**config.mk**
```make
export PLATFORM = sky130hd
export DESIGN_NAME = uart_tx_engine
export DESIGN_NICKNAME = d
export VERILOG_FILES = /design/src/rtl/uart_tx_engine.sv
export SDC_FILE = /design/constraint.sdc
export NUM_CORES = 1
export LEC_CHECK = 0
export CAP_MARGIN = 30
export CORE_ASPECT_RATIO = 1.25
export CORE_MARGIN = 8
export CORE_UTILIZATION = 53
export CTS_CLUSTER_SIZE = 40
export DETAILED_ROUTE_END_ITERATION = 7
export PLACE_DENSITY = 0.75
export SLEW_MARGIN = 25
export SYNTH_ARGS = -nofsm -noshare
export SYNTH_HDL_FRONTEND = slang
export SYNTH_SLANG_ARGS = --single-unit
```
**constraint.sdc**
```tcl
create_clock -name clk -period 1.9 [get_ports clk]
set_input_delay 0.38 -clock clk [delete_from_list [all_inputs] [get_ports clk]]
set_output_delay 0.38 -clock clk [all_outputs]
set_load 0.01 [all_outputs]
```
**src/rtl/uart_tx_engine.sv**
```systemverilog
// UART transmit engine: takes one byte per valid/ready handshake and
// shifts it out as start bit, LSB-first data, optional parity bit and
// 1 or 2 stop bits. Bit timing is 16 baud_x16_tick pulses per bit.
module uart_tx_engine #(
    parameter int unsigned DATA_BITS  = 8,
    parameter int unsigned STOP_BITS  = 1,
    parameter bit          PARITY_EN  = 1'b0,
    parameter bit          PARITY_ODD = 1'b0
) (
    input  logic       clk,
    input  logic       rst_n,
    input  logic       baud_x16_tick,
    input  logic       tx_in_valid,
    output logic       tx_in_ready,
    input  logic [7:0] tx_in_data,
    output logic       uart_tx,
    output logic       tx_busy
);

    localparam logic [2:0] LAST_DATA = 3'(DATA_BITS - 1);
    localparam logic [2:0] LAST_STOP = 3'(STOP_BITS - 1);

    typedef enum logic [2:0] {
        S_IDLE,
        S_START,
        S_DATA,
        S_PARITY,
        S_STOP
    } state_t;

    state_t               state_q,  state_d;
    logic [DATA_BITS-1:0] shift_q,  shift_d;
    logic [3:0]           tick_q,   tick_d;
    logic [2:0]           bit_q,    bit_d;
    logic                 parity_q, parity_d;
    logic                 line_q,   line_d;
    logic                 ready_q,  ready_d;
    logic                 busy_q,   busy_d;
    logic                 bit_end;

    // Next-state, datapath and registered-output computation.
    // Outputs are derived from the next state so that uart_tx, tx_in_ready
    // and tx_busy all change on the same edge as the state itself.
    always_comb begin
        state_d  = state_q;
        shift_d  = shift_q;
        tick_d   = tick_q;
        bit_d    = bit_q;
        parity_d = parity_q;
        bit_end  = baud_x16_tick && (tick_q == 4'd15);

        if (state_q != S_IDLE && baud_x16_tick) begin
            tick_d = tick_q + 4'd1;
        end

        case (state_q)
            S_IDLE: begin
                if (tx_in_valid && ready_q) begin
                    shift_d  = tx_in_data[DATA_BITS-1:0];
                    tick_d   = '0;
                    bit_d    = '0;
                    parity_d = (^tx_in_data[DATA_BITS-1:0]) ^ PARITY_ODD;
                    state_d  = S_START;
                end
            end
            S_START: begin
                if (bit_end) begin
                    state_d = S_DATA;
                end
            end
            S_DATA: begin
                if (bit_end) begin
                    shift_d = shift_q >> 1;
                    if (bit_q == LAST_DATA) begin
                        bit_d   = '0;
                        state_d = PARITY_EN ? S_PARITY : S_STOP;
                    end else begin
                        bit_d = bit_q + 3'd1;
                    end
                end
            end
            S_PARITY: begin
                if (bit_end) begin
                    state_d = S_STOP;
                end
            end
            S_STOP: begin
                if (bit_end) begin
                    if (bit_q == LAST_STOP) begin
                        bit_d   = '0;
                        state_d = S_IDLE;
                    end else begin
                        bit_d = bit_q + 3'd1;
                    end
                end
            end
            default: begin
                state_d = S_IDLE;
            end
        endcase

        case (state_d)
            S_START:  line_d = 1'b0;
            S_DATA:   line_d = shift_d[0];
            S_PARITY: line_d = parity_d;
            default:  line_d = 1'b1;
        endcase

        ready_d = (state_d == S_IDLE);
        busy_d  = (state_d != S_IDLE);
    end

    // State, datapath and output registers; reset forces the line high.
    always_ff @(posedge clk or negedge rst_n) begin
        if (!rst_n) begin
            state_q  <= S_IDLE;
            shift_q  <= '0;
            tick_q   <= '0;
            bit_q    <= '0;
            parity_q <= 1'b0;
            line_q   <= 1'b1;
            ready_q  <= 1'b1;
            busy_q   <= 1'b0;
        end else begin
            state_q  <= state_d;
            shift_q  <= shift_d;
            tick_q   <= tick_d;
            bit_q    <= bit_d;
            parity_q <= parity_d;
            line_q   <= line_d;
            ready_q  <= ready_d;
            busy_q   <= busy_d;
        end
    end

    assign uart_tx     = line_q;
    assign tx_in_ready = ready_q;
    assign tx_busy     = busy_q;

endmodule
```
==> results.json, run 1 <==
{
  "critPathMaxFanout": 2,
  "crit_required_ns": 1.52,
  "cp.arrival_ns": 1.38,
  "grt_pass1_wl_um": 3950,
  "die_area_um2": 3970,
  "seq_area_um2": 553,
  "route.detailed.drc": 0,
  "cts_tree": "yes",
  "min_path_type": "input pin to async pin",
  "fin_crit_sh": 0.926,
  "setup_viol": 0,
  "synth_warnings": 0,
  "fin_setup_tns_ns": 0,
  "die_w_um": 58,
  "dr.pass1.iters": 4,
  "netlist_top_cells_count": "20 x dfrtp_1, 16 x nand2_1, 9 x xnor2_1, 8 x a22oi_1, 8 x nor2_1",
  "cts_setup_buffers": 0,
  "numPortBuffers": 14,
  "synth.most_common_cell": "dfrtp_1",
  "crit_family": "flip-flops",
  "place_hpwl_um": 1700,
  "grt_pass1_vias": 915,
  "status": "finished clean",
  "core_area_um2": 2140,
  "crit_type": "flop to primary output",
  "ctsResizeCount": 0,
  "crit_slowest_cell": "dfstp_2",
  "overflow": 0,
  "holdWs_ns": 0.399,
  "syn2layout_area_growth_pct": 21.0,
  "crit_buf_inv": 1,
  "rsz0062_at_grt": "no",
  "p_per_area_nw_per_um2": 1190,
  "slowest_delay_ns": 0.55,
  "min_period_ns": 1.76,
  "hold_violations": 0,
  "synth_top_flop_cell": "dfrtp_1",
  "synthTopCellsByArea": "dfrtp_1 43%, xnor2_1 6.7%, a22oi_1 5.1%, nand2_1 5.1%, dfstp_2 4.5%",
  "ys_ff_latch": 22,
  "cts-htree-levels": 1,
  "grt.total_usage": 0.127,
  "rows": 19,
  "setup_ws_ns": 0.141,
  "drtIter0Drc": 27,
  "via_per_inst": 5.54,
  "io_pins": 15,
  "syn_avg_cell_area_um2": 10.2,
  "ant_nets": 0,
  "multiInputGateArea_um2": 553,
  "dpl_worst_slack_ns": -0.0721,
  "vdd_drop_max_uv": 753,
  "syn_area_um2": 1170,
  "cts.sinks": 22,
  "ctsHoldBuffers": 0,
  "finalPower_uw": 1680,
  "synth_edf_count": 0,
  "fill_cells": 171,
  "max_cap_violations": 0,
  "drive_gt1_frac": 0.165,
  "antenna_cells": 0,
  "post_drt_wl_per_cell_um": 13.8,
  "max_clock_freq_ghz": 0.569,
  "clk_latency_ns": 0.31,
  "leakage_uw": 0.000621,
  "synth_sequential_area_ratio": 0.473,
  "syn_nets": 131,
  "async_flop_share": 1.00,
  "clk_pin_slew_ns": 0.12,
  "place.gp.congestion": 0.765,
  "worstSetupEndpointType": "primary output",
  "clock_path_buffers": 2,
  "slew_violations": 0,
  "grt_max_degree": 23,
  "synth_area_leader_cell": "dfrtp_1",
  "nNetsFinal": 156,
  "synth_cell_type_count": 37,
  "antenna_found_initial": 0,
  "wl_um": 2210,
  "die_y_um": 68.5,
  "slew_headroom": 0.752,
  "path_cells": "clkdlybuf4s50_1",
  "yosysTopAreaCellShare": 0.428,
  "vias": 887,
  "finClkSkew_ns": 0.00504,
  "syn_inst": 115,
  "numCtsBuffers": 3,
  "worst_pin_slew_ns": 0.372,
  "start_util": 0.546,
  "cts-root-buf": "clkbuf_4",
  "start_kind": "flop"
}
[final cells by class]
type	instances	share of cell area
flip-flops and latches	22	0.391
multi-input cells	82	0.391
inverters	6	0.0159
repair buffers	25	0.158
clock buffers	4	0.0257
well taps	21	0.0186
[per-stage QoR]
step	cell area, µm²	std cells	util
3_5_place_dp	1380	156	0.644
2_1_floorplan	1170	115	-
6_report	1410	160	0.661
3_3_place_gp	1380	156	0.644
4_1_cts	1410	160	0.661
5_1_grt	1410	160	0.661
[where the power goes]
part	internal [µW]	switching, µW
logic	325	301
registers	666	125
clock network	117	142
[routing by layer]
metal / vias to the layer above / part of all wire / GRT usage
met5: - / 0 / 0
met4: 0 / 0.015 / 0.0706
met3: 4 / 0.028 / 0.0278
met2: 14 / 0.51 / 0.221
met1: 422 / 0.45 / 0.144
li1: 447 / - / -
[cells in the final DEF (no fill, tap or decap), types with 4 or more instances in the layout]
master and instances:
a22oi_1 8, inv_1 5, dfrtp_1 20, clkdlybuf4s50_1 14
xnor2_1 9, buf_4 11, a21oi_1 4, nor2_1 8
ha_1 4, nand2_1 16
[sequential cells by signal, indices dropped and copies added, names as in the netlist]
name,flops
tx_in_ready,1
tx_busy,1
parity_q,1
tick_q,4
uart_tx,1
shift_q,8
state_q,3
bit_q,3
[final timing paths]
check	slack [ns]	cells after the start	to	start
max in group asynchronous	1.22	2	uart_tx	rst_n
max	0.14	1	tx_in_ready	tx_in_ready
min reg2reg	0.49	2	shift_q[6]	shift_q[6]
min in group clk	0.49	2	shift_q[6]	shift_q[6]
max reg2reg	0.16	7	uart_tx	tick_q[0]
min	0.40	2	bit_q[1]	rst_n
[cell families (layout without fill, tap and decap cells)]
kind of cell | after synthesis | count (layout) | synth area share
fa+ha+maj | 4 | 4 | 0.0428
compound gates | 26 | 26 | 0.157
mux | 2 | 2 | 0.0182
flops | 22 | 22 | 0.473
simple gates | 39 | 39 | 0.172
xor+xnor | 11 | 11 | 0.0824
buf+inv | 11 | 35 | 0.0535
Note: power is estimated with default switching activity, not from simulation.
==> inputs of run 2 (changes only) <==
CELL_PAD_IN_SITES_DETAIL_PLACEMENT = 1   (was not set)
CELL_PAD_IN_SITES_GLOBAL_PLACEMENT = 2   (was not set)
CORE_UTILIZATION = 34   (was 53)
==> results.json, run 2 (same netlist as run 1, synthesis figures left out) <==
{
  "status": "finished clean",
  "reg2reg_to": "uart_tx",
  "critPathMaxFanout": 4,
  "grt.total_usage": 0.107,
  "rows": 24,
  "leakage_uw": 0.000632,
  "startpoint": "bit_q[0]",
  "crit_type": "flop to flop",
  "die_area_um2": 5580,
  "cts-htree-levels": 1,
  "route.detailed.drc": 0,
  "slew_headroom": 0.713,
  "slew_violations": 0,
  "rr_worst_depth": 7,
  "vias": 910,
  "cts_tree": "yes",
  "dpl_worst_slack_ns": -0.135,
  "crit_slowest_cell": "dfrtp_1",
  "core_area_um2": 3390,
  "vdd_drop_max_uv": 520,
  "slowest_delay_ns": 0.42,
  "clk_pin_slew_ns": 0.08,
  "path_cells": "ha_1 -> ha_1 -> nor2_1 -> o21ai_0 -> a21oi_1 -> a31oi_1 -> a31o_1",
  "crit_required_ns": 2.10,
  "crit_family": "compound AO/OA/AOI/OAI gates",
  "ctsHoldBuffers": 0,
  "ctsResizeCount": 0,
  "antenna_found_initial": 0,
  "grt_pass1_wl_um": 4620,
  "die_w_um": 68.4,
  "numPortBuffers": 14,
  "grt_pass1_vias": 1002,
  "drive_gt1_frac": 0.159,
  "min_path_type": "input pin to async pin",
  "start_util": 0.344,
  "worst_pin_slew_ns": 0.429,
  "crit_buf_inv": 0,
  "utilization": 0.431,
  "overflow": 0,
  "worstSetupEndpointType": "flop",
  "rsz0062_at_grt": "no",
  "cts.sinks": 22,
  "clock_path_buffers": 2,
  "worst_path_most_repeated_cell": "ha_1",
  "antenna_cells": 0,
  "max_cap_violations": 0,
  "numCtsBuffers": 3,
  "min_period_ns": 1.80,
  "fin_crit_sh": 0.949,
  "drtIter0Drc": 25,
  "dr.pass1.iters": 4,
  "cts-root-buf": "clkbuf_8",
  "fin_setup_tns_ns": 0,
  "start_kind": "flop",
  "max_clock_freq_ghz": 0.554,
  "place_hpwl_um": 2030,
  "hold_violations": 0,
  "p_per_area_nw_per_um2": 1280,
  "mostFrequentLayoutCells": "20 x dfrtp_1, 16 x nand2_1, 14 x clkdlybuf4s50_1",
  "top_register": "shift_q",
  "wl_um": 2590,
  "reg2reg_from": "bit_q[0]",
  "cp.arrival_ns": 2.00,
  "place.gp.congestion": 0.865,
  "clk_latency_ns": 0.27,
  "nNetsFinal": 155,
  "post_drt_wl_per_cell_um": 14.6,
  "layout_commonest_cell": "dfrtp_1",
  "largest_reg_flops": 8,
  "cts_setup_buffers": 0,
  "io_pins": 15,
  "via_per_inst": 5.14,
  "fill_cells": 384,
  "die_y_um": 81.5,
  "finClkSkew_ns": 0.00519,
  "setup_ws_ns": 0.0963,
  "grt_max_degree": 23,
  "ant_nets": 0,
  "reg2reg_slack_ns": 0.1,
  "syn2layout_area_growth_pct": 25.3,
  "setup_viol": 0,
  "largestRegisters": "shift_q (8), tick_q (4)"
}
## run 2: routing by layer
layer	up-vias	wire, µm	GRT usage
met1	447	1150	0.124
met4	0	51	0.0452
met5	-	0	0
met3	6	92	0.0246
li1	441	-	-
met2	16	1300	0.182
## run 2: final cells by class
cell class                      instances  area [µm²]  area share
Sequential cell                        22         553       0.378
Multi-Input combinational cell         82         553       0.378
Timing Repair Buffer                   24         215       0.147
Tap cell                               39        48.8      0.0333
Clock buffer                            3        41.3      0.0282
Clock inverter                          1        30.0      0.0205
Inverter                                6        22.5      0.0154
## run 2: power by group
group          internal (µW)  switching, µW
clock                    282            159
sequential               667            145
combinational            325            297
## run 2: per-stage QoR
step	instances	area, µm²	hold WS (ns)	total power (µW)
6_report	177	1460	0.457	1870
5_1_grt	177	1460	0.480	2020
4_1_cts	177	1460	0.467	1900
3_5_place_dp	173	1390	0.471	1450
3_3_place_gp	173	1390	0.461	1410
2_1_floorplan	115	1170	0.0844	1200
## run 2: worst max-delay path by stage
stage                    end  cells after the start
detailed placement   tx_busy                      5
global placement     tx_busy                      5
floorplan            uart_tx                      6
global route         uart_tx                      7
finish               uart_tx                      7
CTS                 bit_q[0]                      5
